--- src/rtl/tpu_seq.sv ---
// Purpose: sequences one systolic matrix-multiply pass: optional C clear, skewed A/B compute window, C row readout.
// Latency: start edge to done = 4*DIM-1 cycles (5*DIM-1 with clear), plus one cycle per stalled COMPUTE cycle.
// Backpressure: stall freezes the compute step counter and gates en/a_valid/b_valid; start is ignored while busy.
module tpu_seq #(
    parameter int DIM = 8,
    parameter int KW  = $clog2(3*DIM),
    parameter int RW  = $clog2(DIM)
) (
    input  logic            clk,
    input  logic            rst,
    input  logic            start,
    input  logic            clr_c,
    input  logic            stall,
    output logic            busy,
    output logic            done,
    output logic            en,
    output logic            WrEn,
    output logic            c_zero,
    output logic [RW-1:0]   crow,
    output logic [KW-1:0]   k,
    output logic [DIM-1:0]  a_valid,
    output logic [DIM-1:0]  b_valid,
    output logic            rd_valid
);

    typedef enum logic [2:0] {
        S_IDLE    = 3'd0,
        S_CLEAR   = 3'd1,
        S_COMPUTE = 3'd2,
        S_READ    = 3'd3,
        S_DONE    = 3'd4
    } state_t;

    // Terminal counts: last C row, and last skewed compute step (3*DIM-3).
    localparam logic [KW-1:0] ROW_LAST = KW'(DIM - 1);
    localparam logic [KW-1:0] K_LAST   = KW'(3*DIM - 3);

    state_t          state;
    state_t          state_nx;
    logic [KW-1:0]   cnt;
    logic [KW-1:0]   cnt_nx;
    logic [31:0]     cnt_ext;
    logic [DIM-1:0]  win;

    // State and step counter register; reset returns to IDLE with a cleared counter.
    always_ff @(posedge clk) begin
        if (rst) begin
            state <= S_IDLE;
            cnt   <= '0;
        end else begin
            state <= state_nx;
            cnt   <= cnt_nx;
        end
    end

    // Next-state, counter advance and output decode from the registered state/counter.
    always_comb begin
        state_nx = state;
        cnt_nx   = cnt;
        busy     = 1'b0;
        done     = 1'b0;
        en       = 1'b0;
        WrEn     = 1'b0;
        c_zero   = 1'b0;
        crow     = '0;
        k        = '0;
        a_valid  = '0;
        b_valid  = '0;
        rd_valid = 1'b0;
        cnt_ext  = {{(32-KW){1'b0}}, cnt};
        win      = '0;

        // Row r (and column r) carries real operands while r <= k < r+DIM.
        for (int r = 0; r < DIM; r++) begin
            win[r] = (cnt_ext >= 32'(r)) && (cnt_ext < 32'(r + DIM));
        end

        case (state)
            S_IDLE: begin
                cnt_nx = '0;
                if (start) begin
                    state_nx = clr_c ? S_CLEAR : S_COMPUTE;
                end
            end
            S_CLEAR: begin
                busy   = 1'b1;
                en     = 1'b1;
                WrEn   = 1'b1;
                c_zero = 1'b1;
                crow   = cnt[RW-1:0];
                if (cnt == ROW_LAST) begin
                    state_nx = S_COMPUTE;
                    cnt_nx   = '0;
                end else begin
                    cnt_nx = cnt + KW'(1);
                end
            end
            S_COMPUTE: begin
                busy    = 1'b1;
                k       = cnt;
                en      = ~stall;
                a_valid = stall ? '0 : win;
                b_valid = stall ? '0 : win;
                // A stalled step is held and completes in the first unstalled cycle.
                if (!stall) begin
                    if (cnt == K_LAST) begin
                        state_nx = S_READ;
                        cnt_nx   = '0;
                    end else begin
                        cnt_nx = cnt + KW'(1);
                    end
                end
            end
            S_READ: begin
                busy     = 1'b1;
                rd_valid = 1'b1;
                crow     = cnt[RW-1:0];
                if (cnt == ROW_LAST) begin
                    state_nx = S_DONE;
                    cnt_nx   = '0;
                end else begin
                    cnt_nx = cnt + KW'(1);
                end
            end
            S_DONE: begin
                busy     = 1'b1;
                done     = 1'b1;
                state_nx = S_IDLE;
                cnt_nx   = '0;
            end
            default: begin
                state_nx = S_IDLE;
                cnt_nx   = '0;
            end
        endcase
    end

endmodule

--- config.mk ---
export PLATFORM = sky130hd
export DESIGN_NAME = tpu_seq
export DESIGN_NICKNAME = d
export VERILOG_FILES = /design/src/rtl/tpu_seq.sv
export SDC_FILE = /design/constraint.sdc
export NUM_CORES = 1
export LEC_CHECK = 0
export ABC_AREA = 1
export CAP_MARGIN = 30
export CORE_ASPECT_RATIO = 0.6
export CORE_MARGIN = 4
export CORE_UTILIZATION = 30
export DETAILED_ROUTE_END_ITERATION = 8
export PLACE_DENSITY = 0.65
export SYNTH_ARGS = -nofsm -noshare
export SYNTH_HDL_FRONTEND = slang
export SYNTH_SLANG_ARGS = --single-unit
--- constraint.sdc ---
create_clock -name clk -period 3.5 [get_ports clk]
set_clock_uncertainty 0.15 [all_clocks]
set_input_delay 0.7 -clock clk [delete_from_list [all_inputs] [get_ports clk]]
set_output_delay 0.7 -clock clk [all_outputs]
set_load 0.02 [all_outputs]
==> results.cfg, run 1 <==
[pwr]
max-vdd-ir-drop_mv = 0.332
pwr_density_cell_mw_per_mm2 = 582
p_leak_nw = 0.491
switching_share_pct = 48.6
internal-power_mw = 0.358
p_seq_share_pct = 20.2
total_power_mw = 0.696
p_sw_mw = 0.338
p_comb_share_pct = 62.7
pwr-share-clk_pct = 17.1

[route]
routed_wl_um = 2350
drcViolationCount = 0
vias = 960
viasPerCell = 4.95
drt-initial-drc-count = 69
routedWlPerCell_um = 12.1
ant_nets = 0
dr.pass1.iters = 5

[sta]
worst_slack_ns = 0.286
setup_viol = 0
slew_headroom_pct = 75.2
rsz0062_at_grt = false
period_share_pct = 91.8
hold_viol = 0
tns_ns = 0
drv_slew = 0
fmax_mhz = 311
tightestPinTransition_ns = 0.371
fin_crit_ns = 3.21

[placed_design]
io_buffers = 34
dp_hpwl_um = 1890
finalWeightedCongestion = 0.820
dpl_worst_slack_ns = 0.270
placed_area_mm2 = 0.00115

[clocking]
h-tree-depth = 1
cts_setup_buffers = 0
hold_buffers = 0
clockBufferDepth = 2
cts-resized-gates = 0
clk_pin_slew_worst_paths_ns = 0.04
tritoncts = built
cts.sinks = 8
cts_inserted_buffers = 3
clkLatencyLatePin_ns = 0.24
root_buffer = clkbuf_8

[setup_path]
rr_worst_depth = 9
critPathRequiredTime_ns = 2.65
end_kind = output pin
worst_ep_arrival_time_ns = 2.36
crit_fanout = 4
worstSetupPathType = in2out
setup.worst_path.start_class = input port

[global_routing]
antenna_found_initial = 0
overflow = 0
grt_pass1_wl_um = 3770
gr-usage-all-layers_pct = 12.4
grt_pass1_vias = 802
grt_max_degree = 10

[logic_synthesis]
synth_top_area_share_pct = 18.9
synth_area_per_cell_um2 = 6.29
syn-num-nets = 143
synth_top_area_cell = dfxtp_1
synth.distinct_cells = 27
ys_seq_area_share_pct = 18.9
netlist_area_um2 = 850
netlist_top_cells_area = dfxtp_1 19%, nor2_1 12%, nand2_1 10%
ys_warn_count = 0
synthCells = 135
ys_ff_latch = 8

[floorplanning]
fp-row-count = 14
die_area_mm2 = 0.00378
die_h_um = 49.2
start_util_pct = 32.6
coreArea_mm2 = 0.00261
chipWidth_um = 76.7
boundaryPins = 35

[status]
status = completed

[run]
max_cap_viol_count = 0

[cells_and_area]
design_area_mm2 = 0.00120
layout-drive-gt1-share_pct = 14.8
layout.cells.most_common_list = 34 x clkdlybuf4s50_1, 27 x nor2_1, 23 x nand2_1
num-fill-cells = 273
nNetsFinal = 172
layout_commonest_cell = clkdlybuf4s50_1
diodes = 0
syn_to_final_growth_pct = 40.8

[min_path]
min_path_cells = 2
hold_class = reg2reg
logic make-up after synthesis:
group                      after synthesis  synth area share (%)
xor gates and xnor gates                 1                  1.03
and+or+nand+nor                         75                  44.8
adders and majority gates                3                  4.42
DFF                                      8                  18.9
buffers and inverters                   26                  15.9
AOI/OAI and AO/OA                       22                  15.0
final cells by class:
cell class,instances,area (um2),share of cell area [%]
multi-input combinational,101,554,46.3
timing repair buffer,34,340,28.5
clock buffer,3,41.3,3.45
sequential,8,160,13.4
tap,32,40.0,3.35
inverter,16,60.1,5.02
metal layers:
metal  vias up  GRT usage [%]  share of wire [%]
met5         -              0                  0
met4         0           3.61               0.72
met3         3           5.54                 12
met2        51           17.1                 39
met1       426           17.0                 49
li1        480              -                  -
worst paths after layout:
check / start / end / slack, ns
worst min register to register: cnt[4]$_SDFFE_PP0N_ / cnt[4]$_SDFFE_PP0N_ / 0.40
worst min-delay path: cnt[4]$_SDFFE_PP0N_ / cnt[4]$_SDFFE_PP0N_ / 0.40
worst max register to register: cnt[1]$_SDFFE_PP0N_ / state[0]$_SDFFE_PP0P_ / 1.87
worst max-delay path: stall / a_valid[1] / 0.29
through the flow:
step / utilization (%) / hold WS (ns) / std cells
final: 45.8 / 0.403 / 194
after detailed placement: 44.2 / 0.398 / 191
after global placement: 44.2 / 0.396 / 191
after floorplan: - / 0.355 / 135
after global routing: 45.8 / 0.443 / 194
after CTS: 45.8 / 0.403 / 194
power by group through the flow:
stage               sequential [mW]  clock [mW]  combinational [mW]
floorplan                     0.124           0               0.340
global placement              0.140           0               0.431
detailed placement            0.142           0               0.437
CTS                           0.140       0.120               0.439
global route                  0.143       0.123               0.476
finish                        0.141       0.119               0.436
registers in the layout, summed over array words and instances (netlist names):
| name | flops |
|---|---|
| state | 3 |
| cnt | 5 |
worst max-delay path, cell delays in order:
cell and delay [ns]:
clkdlybuf4s50_1 0.50, nor2_4 0.18, nand2_1 0.11, nor3_1 0.23
clkdlybuf4s50_1 0.64
Yosys cell counts (all sizes together):
library cell / number
nor2: 34
nand2: 28
inv: 15
a21oi: 11
buf: 10
dfxtp: 8
nor3: 5
o21ai: 5
ha: 3
nand3: 3
o211ai: 3
nand4: 2
o21bai: 2
a31oi: 1
clkinv: 1
nand3b: 1
nor4: 1
or2: 1
xor2: 1
Note: power is estimated with default switching activity, not from simulation.
==> run 2: changes to the inputs <==
--- a/config.mk
+++ b/config.mk
@@ -7,11 +7,14 @@
 export LEC_CHECK = 0
 export ABC_AREA = 1
 export CAP_MARGIN = 30
+export CELL_PAD_IN_SITES_DETAIL_PLACEMENT = 1
+export CELL_PAD_IN_SITES_GLOBAL_PLACEMENT = 2
 export CORE_ASPECT_RATIO = 0.6
 export CORE_MARGIN = 4
-export CORE_UTILIZATION = 30
+export CORE_UTILIZATION = 22
+export CTS_CLUSTER_DIAMETER = 50
 export DETAILED_ROUTE_END_ITERATION = 8
-export PLACE_DENSITY = 0.65
+export PLACE_DENSITY = 0.88
 export SYNTH_ARGS = -nofsm -noshare
 export SYNTH_HDL_FRONTEND = slang
 export SYNTH_SLANG_ARGS = --single-unit
==> results.cfg, run 2 (synthesis results as in run 1) <==
[sta]
hold_viol = 0
period_share_pct = 92.9
worst_slack_ns = 0.249
fmax_mhz = 308
whs_ns = 0.426
fin_crit_ns = 3.25
drv_slew = 0
setup_viol = 0
tightestPinTransition_ns = 0.364
tns_ns = 0
rsz0062_at_grt = false
slew_headroom_pct = 75.7

[setup_path]
crit_end = a_valid[3]
r2r_setup_slack_ns = 1.81
critPathMaxStageDelay_ns = 0.66
cp_slowest_cell = clkdlybuf4s50_1
worst_ep_arrival_time_ns = 2.40
r2r-start = cnt[1]$_SDFFE_PP0N_
startpoint = stall
critPathRequiredTime_ns = 2.65
rr_worst_depth = 9
crit_fanout = 4
worstSetupPathType = in2out
end_kind = output pin
setup.worst_path.start_class = input port
r2r_end = state[0]$_SDFFE_PP0P_
path_cells = clkdlybuf4s50_1 -> nor2_4 -> o211ai_1 -> nor3_1 -> clkdlybuf4s50_1
crit_top_cell = clkdlybuf4s50_1

[global_routing]
grt_pass1_wl_um = 4860
antenna_found_initial = 0
use_met1_pct = 18.4
grt_pass1_vias = 978
grt_use_met3_pct = 1.78
met2_usage_pct = 17.7
grt-busiest-layer = met1
gr-usage-all-layers_pct = 12.1
grt_max_degree = 10
overflow = 0

[pwr]
pwr-share-clk_pct = 15.8
p_comb_share_pct = 64.2
switching_share_pct = 49.9
max-vdd-ir-drop_mv = 0.355
p_sw_mw = 0.356
p_leak_nw = 0.491
pwr_density_cell_mw_per_mm2 = 588
p_seq_share_pct = 19.9
internal-power_mw = 0.358

[cells_and_area]
syn_to_final_growth_pct = 43.0
reg_top3 = cnt x5, state x3
largest_reg_flops = 5
layout-drive-gt1-share_pct = 14.8
nNetsFinal = 172
layout.cells.most_common_list = 34 x clkdlybuf4s50_1, 27 x nor2_1, 23 x nand2_1
num-fill-cells = 488
top_register = cnt
diodes = 0
layout_commonest_cell = clkdlybuf4s50_1

[clocking]
clkLatencyLatePin_ns = 0.23
cts-resized-gates = 0
cts_inserted_buffers = 3
h-tree-depth = 1
hold_buffers = 0
clockBufferDepth = 2
cts_setup_buffers = 0
cts.sinks = 8
tritoncts = built
root_buffer = clkbuf_8
clk_pin_slew_worst_paths_ns = 0.04

[status]
status = completed

[route]
routed_wl_um = 2820
dr.pass1.iters = 4
vias = 956
ant_nets = 0
drcViolationCount = 0
viasPerCell = 4.57
routedWlPerCell_um = 13.5
drt-initial-drc-count = 24

[floorplanning]
die_area_mm2 = 0.00495
fp-row-count = 17
start_util_pct = 23.0
chipWidth_um = 88.2
boundaryPins = 35
coreArea_mm2 = 0.00370
die_h_um = 56.1

[placed_design]
dp_hpwl_um = 2400
finalWeightedCongestion = 0.829
io_buffers = 34
dpl_worst_slack_ns = 0.218

[run]
max_cap_viol_count = 0

[min_path]
hold_class = reg2reg
-- run 2: cell counts in the layout (fill, tap and decap cells not counted) --
No cell type changed its count.
-- run 2: power groups by stage --
stage / registers, mW / logic [mW] / clock network [mW]
after CTS: 0.142 / 0.464 / 0.117
after global routing: 0.146 / 0.505 / 0.122
final: 0.142 / 0.459 / 0.113
after global placement: 0.143 / 0.441 / 0
after floorplan: 0.124 / 0.340 / 0
after detailed placement: 0.144 / 0.462 / 0
-- run 2: worst min-delay path by stage --
stage / startpoint / to / slack, ns / cells past startpoint
final: cnt[4]$_SDFFE_PP0N_ / cnt[4]$_SDFFE_PP0N_ / 0.43 / 2
after global routing: cnt[4]$_SDFFE_PP0N_ / cnt[4]$_SDFFE_PP0N_ / 0.47 / 2
after CTS: cnt[4]$_SDFFE_PP0N_ / cnt[4]$_SDFFE_PP0N_ / 0.43 / 2
after detailed placement: cnt[4]$_SDFFE_PP0N_ / cnt[4]$_SDFFE_PP0N_ / 0.42 / 2
after global placement: state[0]$_SDFFE_PP0P_ / state[0]$_SDFFE_PP0P_ / 0.41 / 2
after floorplan: cnt[4]$_SDFFE_PP0N_ / cnt[4]$_SDFFE_PP0N_ / 0.35 / 2
-- run 2: worst max-delay path, delay by kind of cell --
family | cells | cell delay, ns
compound gates | 1 | 0.12
buf+inv | 2 | 1.15
simple gates | 2 | 0.43
-- run 2: through the flow --
step	std cells	utilization [%]	instance area, um2	power, mW
after floorplan	135	-	850	0.464
after global placement	206	31.7	1170	0.585
after detailed placement	206	31.7	1170	0.606
after CTS	209	32.8	1210	0.723
after global routing	209	32.8	1210	0.773
final	209	32.8	1210	0.715
-- run 2: layout make-up --
class | instances | area [um2] | share of cell area (%)
Tap cell | 47 | 58.8 | 4.84
Clock buffer | 3 | 41.3 | 3.40
Inverter | 16 | 60.1 | 4.94
Timing Repair Buffer | 34 | 340 | 28.0
Sequential cell | 8 | 160 | 13.2
Multi-Input combinational cell | 101 | 554 | 45.6
-- run 2: per-layer routing --
layer,routed length (um),share of wire [%]
met4,13,0.46
met3,165,5.9
met1,1430,51
met5,0,0
met2,1210,43
